`src/rtl/ikbd_spi_bridge_pkg.sv`:
```
// Shared constants and types for the IKBD SPI bridge: command codes,
// command FSM states and the default strobe width.
package ikbd_spi_pkg;

  localparam logic [7:0] CMD_IKBD_IN    = 8'h02;
  localparam logic [7:0] CMD_IKBD_OUT   = 8'h03;
  localparam int         STROBE_LEN_DEF = 2;

  typedef enum logic [2:0] {
    ST_IDLE,
    ST_CMD,
    ST_IN,
    ST_OUT_STAT,
    ST_OUT_DATA,
    ST_IGNORE
  } state_e;

  // Status byte returned after CMD_IKBD_OUT: bit 0 flags a waiting byte.
  function automatic logic [7:0] status_byte(input logic avail);
    return {7'b0, avail};
  endfunction

endpackage

```
`src/rtl/ikbd_spi_bridge_spi_slave_byte.sv`:
```
// Mode-0 SPI slave byte engine: pin synchronizers, sck edge detect, bit
// counter, rx/tx shift registers and a one-cycle byte_done strobe.
module spi_slave_byte (
  input  logic       clk,
  input  logic       reset,
  input  logic       spi_sck_i,
  input  logic       spi_ss_i,
  input  logic       spi_mosi_i,
  output logic       spi_miso_o,
  input  logic       tx_load_i,
  input  logic [7:0] tx_byte_i,
  output logic       ss_active_o,
  output logic       ss_fall_o,
  output logic       byte_done_o,
  output logic [7:0] rx_byte_o
);

  logic [1:0] sck_sync_q;
  logic [1:0] ss_sync_q;
  logic [1:0] mosi_sync_q;
  logic       sck_prev_q;
  logic       ss_prev_q;
  logic [2:0] bitcnt_q, bitcnt_d;
  logic [7:0] rx_q, rx_d;
  logic [7:0] tx_q, tx_d;

  logic sck_s, ss_s, mosi_s;
  logic sck_rise, sck_fall;

  assign sck_s    = sck_sync_q[1];
  assign ss_s     = ss_sync_q[1];
  assign mosi_s   = mosi_sync_q[1];
  assign sck_rise = sck_s & ~sck_prev_q;
  assign sck_fall = ~sck_s & sck_prev_q;

  // The select synchronizer resets to "low" so a transfer already running
  // when reset releases is not mistaken for a new one; it waits for ss high.
  always_ff @(posedge clk) begin
    if (reset) begin
      sck_sync_q  <= 2'b00;
      ss_sync_q   <= 2'b00;
      mosi_sync_q <= 2'b00;
      sck_prev_q  <= 1'b0;
      ss_prev_q   <= 1'b0;
      bitcnt_q    <= 3'd0;
      rx_q        <= 8'h00;
      tx_q        <= 8'h00;
    end else begin
      sck_sync_q  <= {sck_sync_q[0], spi_sck_i};
      ss_sync_q   <= {ss_sync_q[0], spi_ss_i};
      mosi_sync_q <= {mosi_sync_q[0], spi_mosi_i};
      sck_prev_q  <= sck_s;
      ss_prev_q   <= ss_s;
      bitcnt_q    <= bitcnt_d;
      rx_q        <= rx_d;
      tx_q        <= tx_d;
    end
  end

  always_comb begin
    bitcnt_d = bitcnt_q;
    rx_d     = rx_q;
    tx_d     = tx_q;
    if (ss_s) begin
      bitcnt_d = 3'd0;
      tx_d     = 8'h00;
    end else begin
      if (sck_rise) begin
        rx_d     = {rx_q[6:0], mosi_s};
        bitcnt_d = bitcnt_q + 3'd1;
      end
      // The end-of-byte falling edge (bitcnt back at 0) keeps the MSB just loaded.
      if (sck_fall && (bitcnt_q != 3'd0)) begin
        tx_d = {tx_q[6:0], 1'b0};
      end
      if (tx_load_i) begin
        tx_d = tx_byte_i;
      end
    end
  end

  assign spi_miso_o  = tx_q[7];
  assign ss_active_o = ~ss_s;
  assign ss_fall_o   = ~ss_s & ss_prev_q;
  assign byte_done_o = ~ss_s & sck_rise & (bitcnt_q == 3'd7);
  assign rx_byte_o   = {rx_q[6:0], mosi_s};

endmodule

```
`src/rtl/ikbd_spi_bridge.sv`:
```
// IKBD SPI bridge: command FSM on top of the SPI byte engine, forwarding
// IO-controller bytes to the ACIA and returning ACIA output bytes over SPI.
module ikbd_spi_bridge
  import ikbd_spi_pkg::*;
#(
  parameter int STROBE_LEN = STROBE_LEN_DEF
) (
  input  logic       clk,
  input  logic       reset,
  input  logic       spi_sck,
  input  logic       spi_ss,
  input  logic       spi_mosi,
  output logic       spi_miso,
  output logic       ikbd_strobe_in,
  output logic [7:0] ikbd_data_in,
  input  logic       ikbd_data_out_available,
  input  logic [7:0] ikbd_data_out,
  output logic       ikbd_strobe_out
);

  localparam int CW      = $clog2(STROBE_LEN + 1);
  localparam int STB_IN  = 0;
  localparam int STB_OUT = 1;

  state_e     state_q, state_d;
  logic       avail_q, avail_d;
  logic [7:0] data_in_q, data_in_d;

  logic       tx_load;
  logic [7:0] tx_byte;
  logic       ss_active, ss_fall, byte_done;
  logic [7:0] rx_byte;
  logic [1:0] strobe_start;
  logic [1:0] strobe_active;

  spi_slave_byte u_spi (
    .clk         (clk),
    .reset       (reset),
    .spi_sck_i   (spi_sck),
    .spi_ss_i    (spi_ss),
    .spi_mosi_i  (spi_mosi),
    .spi_miso_o  (spi_miso),
    .tx_load_i   (tx_load),
    .tx_byte_i   (tx_byte),
    .ss_active_o (ss_active),
    .ss_fall_o   (ss_fall),
    .byte_done_o (byte_done),
    .rx_byte_o   (rx_byte)
  );

  always_ff @(posedge clk) begin
    if (reset) begin
      state_q   <= ST_IDLE;
      avail_q   <= 1'b0;
      data_in_q <= 8'h00;
    end else begin
      state_q   <= state_d;
      avail_q   <= avail_d;
      data_in_q <= data_in_d;
    end
  end

  always_comb begin
    state_d = state_q;
    if (!ss_active) begin
      state_d = ST_IDLE;
    end else begin
      case (state_q)
        ST_IDLE: if (ss_fall) state_d = ST_CMD;
        ST_CMD: begin
          if (byte_done) begin
            if (rx_byte == CMD_IKBD_IN)       state_d = ST_IN;
            else if (rx_byte == CMD_IKBD_OUT) state_d = ST_OUT_STAT;
            else                              state_d = ST_IGNORE;
          end
        end
        ST_OUT_STAT: if (byte_done) state_d = ST_OUT_DATA;
        ST_OUT_DATA: if (byte_done) state_d = ST_IGNORE;
        default: state_d = state_q;
      endcase
    end
  end

  // Every completed byte reloads tx, so bytes without a reply shift zeros.
  always_comb begin
    tx_load      = 1'b0;
    tx_byte      = 8'h00;
    avail_d      = avail_q;
    data_in_d    = data_in_q;
    strobe_start = 2'b00;
    if (byte_done) begin
      tx_load = 1'b1;
      case (state_q)
        ST_CMD: begin
          if (rx_byte == CMD_IKBD_OUT) begin
            avail_d = ikbd_data_out_available;
            tx_byte = status_byte(ikbd_data_out_available);
          end
        end
        ST_IN: begin
          data_in_d            = rx_byte;
          strobe_start[STB_IN] = 1'b1;
        end
        ST_OUT_STAT: tx_byte = avail_q ? ikbd_data_out : 8'h00;
        ST_OUT_DATA: strobe_start[STB_OUT] = avail_q;
        default: tx_byte = 8'h00;
      endcase
    end
  end

  // Pulse generators run independently of the transfer so a started pulse
  // always completes its full width.
  for (genvar gi = 0; gi < 2; gi++) begin : g_strobe
    logic [CW-1:0] cnt_q, cnt_d;

    always_comb begin
      cnt_d = cnt_q;
      if (strobe_start[gi])     cnt_d = CW'(STROBE_LEN);
      else if (cnt_q != '0)     cnt_d = cnt_q - CW'(1);
    end

    always_ff @(posedge clk) begin
      if (reset) cnt_q <= '0;
      else       cnt_q <= cnt_d;
    end

    assign strobe_active[gi] = (cnt_q != '0);
  end

  assign ikbd_strobe_in  = strobe_active[STB_IN];
  assign ikbd_strobe_out = strobe_active[STB_OUT];
  assign ikbd_data_in    = data_in_q;

endmodule

```
`config.mk`:
```
export PLATFORM = sky130hd
export DESIGN_NAME = ikbd_spi_bridge
export DESIGN_NICKNAME = d
export VERILOG_FILES = /design/src/rtl/ikbd_spi_bridge_pkg.sv /design/src/rtl/ikbd_spi_bridge_spi_slave_byte.sv /design/src/rtl/ikbd_spi_bridge.sv
export SDC_FILE = /design/constraint.sdc
export NUM_CORES = 1
export LEC_CHECK = 0
export ABC_AREA = 1
export BUFFER_PORTS_ARGS = -buffer_cell sky130_fd_sc_hd__buf_2
export CORE_ASPECT_RATIO = 1.4
export CORE_MARGIN = 5
export CORE_UTILIZATION = 55
export CTS_CLUSTER_SIZE = 25
export DETAILED_ROUTE_END_ITERATION = 10
export PLACE_DENSITY_LB_ADDON = 0.15
export SLEW_MARGIN = 5
export SYNTH_ARGS = -nofsm -noshare
export SYNTH_HDL_FRONTEND = slang
export SYNTH_SLANG_ARGS = --single-unit
```
`constraint.sdc`:
```
create_clock -name clk -period 3.3 [get_ports clk]
set_clock_uncertainty 0.05 [all_clocks]
set_input_delay 0.165 -clock clk [delete_from_list [all_inputs] [get_ports clk]]
set_output_delay 0.165 -clock clk [all_outputs]
set_load 0.05 [all_outputs]
```
==> impl_metrics.json <==
{
  "grt_max_degree": 19,
  "core-area_um2": 3150,
  "worstPathRequired_ns": 3.48,
  "drt_wl_total_um": 3310,
  "synth-seq-area-share_pct": 46.4,
  "setup_viol": 0,
  "crit_fanout": 11,
  "synthXorXnorAreaFrac_pct": 0,
  "hold_end": "u_spi.mosi_sync_q[0]",
  "critical_path_class": "reg -> reg",
  "critPathTopFamily": "simple AND/OR/NAND/NOR gates",
  "die_x_um": 58.5,
  "synth-compound-area-share_pct": 8.71,
  "hold_class": "in -> reg",
  "drt-vias-per-instance": 4.88,
  "timing.reg2reg.setup_slack_ns": 1.60,
  "clk_latency_ns": 0.29,
  "ir_drop_mv": 0.353,
  "hold_path_depth": 3,
  "drc_errors": 0,
  "grt.overflow.total": 0,
  "cp-start-kind": "flip-flop",
  "antenna_found_initial": 0,
  "synth_seq_cells": 42,
  "die_area_um2": 4560,
  "pwr_density_cell_nw_per_um2": 494,
  "io_pins": 25,
  "place_hpwl_um": 2460,
  "io_buffers": 24,
  "start_util_pct": 57.4,
  "nNetsFinal": 294,
  "timing.rr.start": "u_spi.bitcnt_q[0]",
  "leakagePower_uw": 0.00101,
  "status": "completed",
  "numCtsBuffers": 5,
  "stdcell_count": 317,
  "cp_slowest_stage_delay_ns": 0.35,
  "syn_nets": 269,
  "end_kind": "flip-flop",
  "reg2regPathDepth": 8,
  "setup_tns_ns": 0,
  "fin_crit_ns": 1.70,
  "ys_warn_count": 0,
  "syn_avg_cell_area_um2": 7.18,
  "clock_sinks": 42,
  "arrival_ns": 1.88,
  "min_from": "spi_mosi",
  "muxShareOfSynthArea_pct": 0,
  "max-cap-violations": 0,
  "crit_buf_inv": 2,
  "netlist_instances": 252,
  "rsz0062_at_grt": "no",
  "wl_per_cell_um": 10.4,
  "grt_pass1_vias": 1481,
  "track_usage_pct": 16.6,
  "rr_endpoint": "ikbd_data_in[7]",
  "placed_cells": 309,
  "antenna_left": 0,
  "yosys.area_share.simple_pct": 33.2,
  "worst_pin_slew_ns": 0.812,
  "cts_buffer_depth": 2,
  "synth_fa_ha_area_share_pct": 2.07,
  "post-route-period-util_pct": 51.4,
  "cts_root_buf": "clkbuf_8",
  "rows": 24,
  "route.vias.total": 1548,
  "path_clk_slew_ns": 0.08,
  "drt-initial-drc-count": 40,
  "cp_cell_sequence": "ha_1, ha_1, nand3_2, inv_2, nand2_2, inv_2, nor2_1, nor2_1",
  "postCtsSetupBuffers": 0,
  "synth_top_family_by_area": "simple AND/OR/NAND/NOR gates",
  "n_antenna_cell": 0,
  "hold_viol_final": 0,
  "synth_area_um2": 1810,
  "slowest_stage": "dfxtp_1",
  "gp_congestion": 0.832,
  "die_y_um": 77.9,
  "cts-resized-gates": 0,
  "drv_slew": 0,
  "max_freq_mhz": 589,
  "dr.pass1.iters": 4,
  "cts_max_level": 2,
  "cts_tree": "yes",
  "layout-drive-gt1-share_pct": 15.8,
  "area_growth_syn_to_layout_pct": 12.0,
  "grt_first_pass_wirelength_um": 6070,
  "slew_headroom_pct": 45.6,
  "ys_types": 22,
  "postCtsHoldBufs": 0
}
==> layout make-up <==
class                           count  area (um2)
Clock inverter                      3        21.3
Sequential cell                    42         841
Tap cell                           39        48.8
Timing Repair Buffer               24         120
Fill cell                         304        1120
Clock buffer                        5        68.8
Multi-Input combinational cell    169         797
Inverter                           35         131
==> worst max path at each step <==
stage / from / endpoint / slack, ns / cells after the start
final: u_spi.bitcnt_q[0] / ikbd_data_in[7] / 1.60 / 8
after global routing: u_spi.bitcnt_q[0] / ikbd_data_in[5] / 1.39 / 7
after CTS: u_spi.bitcnt_q[0] / ikbd_data_in[7] / 1.58 / 8
after detailed placement: u_spi.bitcnt_q[0] / ikbd_data_in[7] / 1.61 / 8
after global placement: u_spi.bitcnt_q[0] / ikbd_data_in[5] / 1.70 / 7
after floorplan: u_spi.bitcnt_q[0] / state_q[2] / 2.00 / 9
==> worst min-delay path, stage by stage <==
cell	delay (ns)
buf_2	0.07
inv_1	0.03
nor2_1	0.06
==> cells in the final DEF, fill, tap and decap left out, drive strengths merged <==
master,count
buf,24
a21oi,14
a21boi,1
nand3,34
o21ai,16
inv,35
nand2,51
clkbuf,5
or2,2
and3,1
clkinv,2
ha,3
nor3,1
nor2,45
dfxtp,42
nand4,1
clkinvlp,1
==> power by group <==
| part | internal, uW | switching (uW) | leakage [uW] |
|---|---|---|---|
| combinational | 47.6 | 87.7 | 0.000622 |
| sequential | 525 | 16.0 | 0.000341 |
| clock | 148 | 176 | 0.0000441 |
| total | 721 | 280 | 0.00101 |
==> cell usage after synthesis <==
cell,number,area (um2)
a21boi_1,1,7.51
a21oi_1,14,70.1
and3_1,1,6.26
buf_1,2,7.51
buf_4,1,7.51
buf_6,2,22.5
clkbuf_1,1,3.75
dfxtp_1,42,841
ha_1,3,37.5
inv_1,32,120
inv_2,3,11.3
nand2_1,48,180
nand2_2,3,18.8
nand3_1,32,160
nand3_2,2,20.0
nand4_1,1,6.26
nor2_1,43,161
nor2_4,1,11.3
nor2_8,1,20.0
nor3_1,1,5.00
o21ai_0,16,80.1
or2_2,2,12.5
==> metrics by stage <==
step,area (um2),power [uW],worst slack (ns),hold slack [ns],utilization [%]
floorplan,1810,660,2.00,0.222,-
global placement,1940,688,1.70,0.313,61.5
global route,2030,1060,1.39,0.00810,64.3
finish,2030,1000,1.60,0.0125,64.3
detailed placement,1940,688,1.61,0.320,61.5
CTS,2030,1010,1.58,0.00963,64.3
==> cells by family (layout without fill, tap and decap cells) <==
kind of cell             count (synthesis)  in the layout
adder cells (fa/ha/maj)                  3              3
flip-flops                              42             42
AO/OA/AOI/OAI                           31             31
AND/OR/NAND/NOR                        135            135
buffers and inverters                   41             67
==> state kept, by name (all words and copies together) (netlist names) <==
name / count
u_spi.ss_prev_q: 1
avail_q: 1
ikbd_data_in: 8
u_spi.mosi_sync_q: 2
u_spi.tx_q: 8
u_spi.bitcnt_q: 3
u_spi.sck_prev_q: 1
u_spi.sck_sync_q: 2
u_spi.rx_q: 7
u_spi.ss_sync_q: 2
g_strobe.cnt_q: 4
state_q: 3
==> routing by layer <==
layer / track usage (%) / vias to the layer above / wire, um
met5: 0 / - / 0
met4: 7.89 / 0 / 67
met3: 3.16 / 7 / 119
met2: 29.2 / 25 / 1720
met1: 18.6 / 672 / 1410
li1: - / 844 / -
Power figures use the tool's default switching activity.
